==> config.mk <==
export PLATFORM = sky130hd
export DESIGN_NAME = sample_fifo
export DESIGN_NICKNAME = d
export VERILOG_FILES = /design/src/rtl/sample_fifo_pkg.sv /design/src/rtl/sample_fifo_ram.sv /design/src/rtl/sample_fifo.sv
export SDC_FILE = /design/constraint.sdc
export NUM_CORES = 1
export LEC_CHECK = 0
export BUFFER_PORTS_ARGS = -buffer_cell sky130_fd_sc_hd__buf_2
export CORE_UTILIZATION = 30
export DETAILED_ROUTE_END_ITERATION = 8
export PLACE_DENSITY = 0.45
export RECOVER_POWER = 100
export SLEW_MARGIN = 20
export SYNTH_ARGS = -nofsm -noshare
export SYNTH_HDL_FRONTEND = slang
export SYNTH_SLANG_ARGS = --single-unit
export TNS_END_PERCENT = 20
==> constraint.sdc <==
create_clock -name clk -period 7 [get_ports clk]
set_input_delay 0.7 -clock clk [delete_from_list [all_inputs] [get_ports clk]]
set_output_delay 0.7 -clock clk [all_outputs]
set_load 0.01 [all_outputs]
==> src/rtl/sample_fifo_pkg.sv <==
// Default geometry for the sample FIFO.
// Instances still override these through their own module parameters.
package sample_fifo_pkg;
   localparam int unsigned DEF_DWIDTH       = 32;
   localparam int unsigned DEF_DEPTH        = 16;
   localparam int unsigned DEF_DEPTH_LOG    = 4;
   localparam int unsigned DEF_AFULL_THRESH = 12;
endpackage

==> src/rtl/sample_fifo_ram.sv <==
// Simple dual-port storage with a synchronous write and an asynchronous read.
// The array has no reset, so it can map onto distributed RAM.
module fifo_ram
#(
   parameter int unsigned DWIDTH    = 32,
   parameter int unsigned DEPTH_LOG = 4
)
(
   input  logic                 clk,
   input  logic                 we,
   input  logic [DEPTH_LOG-1:0] waddr,
   input  logic [DWIDTH-1:0]    wdata,
   input  logic [DEPTH_LOG-1:0] raddr,
   output logic [DWIDTH-1:0]    rdata
);
   logic [DWIDTH-1:0] mem [2**DEPTH_LOG];

   always_ff @(posedge clk) begin
      if (we) mem[waddr] <= wdata;
   end

   assign rdata = mem[raddr];
endmodule

==> src/rtl/sample_fifo.sv <==
// First-word-fall-through sample FIFO with passive req/ack channels on both sides.
// The registered occupancy counter is the only source for every status flag.
module sample_fifo
   import sample_fifo_pkg::*;
#(
   parameter int unsigned DWIDTH       = DEF_DWIDTH,
   parameter int unsigned DEPTH        = DEF_DEPTH,
   parameter int unsigned DEPTH_LOG    = DEF_DEPTH_LOG,
   parameter int unsigned AFULL_THRESH = DEF_AFULL_THRESH
)
(
   input  logic                 clk,
   input  logic                 rst,
   input  logic                 in_req,
   output logic                 in_ack,
   input  logic [DWIDTH-1:0]    in_data,
   output logic                 out_req,
   input  logic                 out_ack,
   output logic [DWIDTH-1:0]    out_data,
   output logic                 empty,
   output logic                 full,
   output logic                 almost_full,
   output logic [DEPTH_LOG:0]   level
);
   localparam logic [DEPTH_LOG:0] FULL_LVL  = DEPTH[DEPTH_LOG:0];
   localparam logic [DEPTH_LOG:0] AFULL_LVL = AFULL_THRESH[DEPTH_LOG:0];

   logic [DEPTH_LOG-1:0] wr_ptr;
   logic [DEPTH_LOG-1:0] rd_ptr;
   logic [DEPTH_LOG:0]   level_q;
   logic [DWIDTH-1:0]    rd_data;
   logic                 push;
   logic                 pop;

   assign push = in_req && in_ack;
   assign pop  = out_req && out_ack;

   always_ff @(posedge clk or posedge rst) begin
      if (rst) begin
         wr_ptr  <= '0;
         rd_ptr  <= '0;
         level_q <= '0;
      end else begin
         if (push) wr_ptr <= wr_ptr + 1'b1;
         if (pop)  rd_ptr <= rd_ptr + 1'b1;
         case ({push, pop})
            2'b10:   level_q <= level_q + 1'b1;
            2'b01:   level_q <= level_q - 1'b1;
            default: level_q <= level_q;
         endcase
      end
   end

   fifo_ram #(
      .DWIDTH    (DWIDTH),
      .DEPTH_LOG (DEPTH_LOG)
   ) u_ram (
      .clk   (clk),
      .we    (push),
      .waddr (wr_ptr),
      .wdata (in_data),
      .raddr (rd_ptr),
      .rdata (rd_data)
   );

   assign level       = level_q;
   assign empty       = (level_q == '0);
   assign full        = (level_q == FULL_LVL);
   assign almost_full = (level_q >= AFULL_LVL);
   assign out_req     = !empty;
   // The unreset array is masked while empty, so out_data reads 0 after reset.
   assign out_data    = empty ? '0 : rd_data;
   assign in_ack      = !full && !rst;
endmodule

==> out/qor.yml <==
sta:
  fin_tns_setup_ps: 0
  worst_slack_ps: 1870
  setup_viol: 0
  maxSlewHeadroom_pct: -53.89
  fin_crit_sh_pct: 73.29
  fmax_ghz: 0.1949
  hold_violations: 0
  report.final.slew_viol_count: 362
  min_period_ps: 5130
  tightest_slew_ps: 2308
  finClkSkew_ps: 16.55
  rsz0062_at_grt: "false"
placement:
  dp_cells: 1965
  dpl-instance-area_sq_um: 22090
  post-dp-hpwl_um: 28000
  pre_cts_slack_ps: 3215
  place_congestion: 0.6965
  io_buffers: 77
yosys:
  ys_ff_latch: 525
  yosys.area.top_type: "edfxtp_1"
  synth_area_sq_um: 20520
  ys_types: 44
  syn_nets: 1084
  netlist.area_leader.share_pct: 74.94
  avgSynthCellArea_sq_um: 19.75
  synth.most_common_cell: "edfxtp_1"
  synthArstFlopShare_pct: 2.476
  syn_inst: 1039
  synth_commonest_cells: "edfxtp_1 (512), mux2i_1 (129), a22oi_1 (96), nand2_1 (46), mux4_2 (42)"
  synth_seq_area_share_pct: 76.52
  synth_ff_type: "edfxtp_1"
  yosysWarnings: 0
  synth-edff-count: 512
  synth_area_leaders: "edfxtp_1 (75%), mux2i_1 (6.3%), mux4_2 (4.6%)"
final_layout:
  drive_above_1_share_pct: 12.65
  area_growth_pct: 14.54
  fin_nets: 1197
  stdcell_area_sq_um: 23500
  nFillCells: 6315
  final_cells: 2068
clock_tree:
  cts.sinks: 525
  ctsResizeCount: 0
  h-tree-depth: 2
  numCtsBuffers: 58
  post_cts.repair.setup_buffers: 0
  root_buffer: "clkbuf_16"
  path_clk_slew_ps: 60
  cts_tree: "done"
  worstSkewPairLatency_ps: 610
  cts_buffer_depth: 3
  postCtsHoldBufs: 0
global_route:
  grt_pass1_wl_um: 73260
  track_usage_pct: 14.56
  grt_pass1_vias: 10369
  grt_max_degree: 50
  grt_antenna_before_repair: 1
  grt_overflow_total: 0
route:
  drtIter0Drc: 753
  drc: 0
  drt.antenna.violating_nets: 0
  vias_per_cell: 4.834
  dr_total_vias: 9996
  first_pass_iters: 5
  routed_wl_um: 50390
  wl_per_cell_um: 24.37
run:
  cap_violations: 18
critical_path:
  cp.arrival_ps: 5310
  slowest_delay_ps: 1460
  cp_max_fo: 20
  critical_path_class: "reg2reg"
  worst_path_max_delay_cell: "clkbuf_1"
  required_ps: 7180
  path_cells: "nor4_1 -> a21oi_1 -> nand2_1 -> nor2_1 -> clkbuf_1"
  endpoint_kind: "flop"
  start_kind: "flop"
floorplan:
  start_util_pct: 30.44
  die_area_sq_um: 69440
  ioPinCount: 78
  die_x_um: 263.5
  coreArea_sq_um: 67400
  num_rows: 95
  die_h_um: 263.5
status:
  violations: "max-capacitance violations, max-slew violations"
  outcome: "finished, violations left"
power_and_ir_drop:
  ir_worst_vdd_v: 0.0001972
  leakage_nw: 7.661
  power_per_cell_area_nw_per_um2: 393.8
hold_path:
  hold_class: "in2async"
metrics by stage:
stage | util, % | hold slack (ps) | power, mW
after global placement | 32.78 | 536.3 | 6.704
after detailed placement | 32.78 | 525.1 | 6.708
final | 34.87 | 168.1 | 9.255
after floorplan | - | 497.4 | 5.672
after global routing | 34.86 | 181.8 | 9.726
after CTS | 35.31 | 163.7 | 9.520
layout by cell type (no fill, tap or decap), types with 9 or more instances in the layout:
| cell | count |
|---|---|
| edfxtp_1 | 512 |
| mux2i_1 | 129 |
| clkbuf_1 | 107 |
| a22oi_1 | 96 |
| clkbuf_16 | 59 |
| nand2_1 | 47 |
| mux4_2 | 42 |
| o21ai_0 | 31 |
| mux4_1 | 22 |
| buf_2 | 16 |
| clkinv_1 | 14 |
| buf_4 | 11 |
| dfrtp_1 | 10 |
| nand3_1 | 9 |
| ha_1 | 9 |
worst paths after layout:
check | start | endpoint | slack, ps | depth (start not counted)
min in group clk | in_req | wr_ptr[2]$_DFFE_PP0P_ | 380 | 3
hold reg to reg | rd_ptr[2]$_DFFE_PP0P_ | rd_ptr[2]$_DFFE_PP0P_ | 540 | 1
max in group asynchronous | rst | rd_ptr[1]$_DFFE_PP0P_ | 6330 | 2
setup reg to reg | level[2]$_DFFE_PP0P_ | u_ram.mem[15][14]$_DFFE_PP_ | 1870 | 5
setup / recovery | level[2]$_DFFE_PP0P_ | u_ram.mem[15][14]$_DFFE_PP_ | 1870 | 5
hold / removal | rst | level[0]$_DFFE_PP0P_ | 170 | 2
metal layers:
metal  vias to the layer above  track usage [%]  part of all wire, %
li1                       4496                -                    -
met1                      5250            19.71                   46
met2                       185            24.25                   49
met3                        65            2.488                  3.5
met4                         0            3.619                  1.7
met5                         -                0                    0
critical path, delay by kind of cell (launching register included):
kind	cells	cell delay [ps]
simple gates	3	2240
buf+inv	1	1460
flops	1	540
compound gates	1	430
registers in the layout, indices dropped and copies added (netlist names):
register,cells
u_ram.mem,512
rd_ptr,4
wr_ptr,4
level,5
report_power, final:
group          total [mW]  switching (mW)  internal, mW
sequential           3.91           0.258          3.66
combinational        2.57            1.54          1.03
clock                2.77            1.20          1.58
area by class of cell:
type	instances	area (sq um)	area share, %
Tap cell	873	1092	4.648
Inverter	6	22.52	0.09584
Clock buffer	77	1544	6.570
Antenna cell	1	2.502	0.01065
Multi-Input combinational cell	445	4469	19.02
Clock inverter	25	161.4	0.6868
Timing Repair Buffer	116	496.7	2.114
Sequential cell	525	15710	66.86
cells by family (layout without fill, tap and decap cells):
group	after synthesis	count (layout)	synth area share, %
AO/OA/AOI/OAI	138	138	4.598
XOR/XNOR	11	11	0.4696
adder cells (fa/ha/maj)	9	9	0.5489
buffers and inverters	69	224	1.805
flip-flops	525	525	76.52
multiplexers	196	196	13.89
other	0	1	0
AND/OR/NAND/NOR	91	91	2.171
No activity file was read; power rests on OpenSTA's default activity.
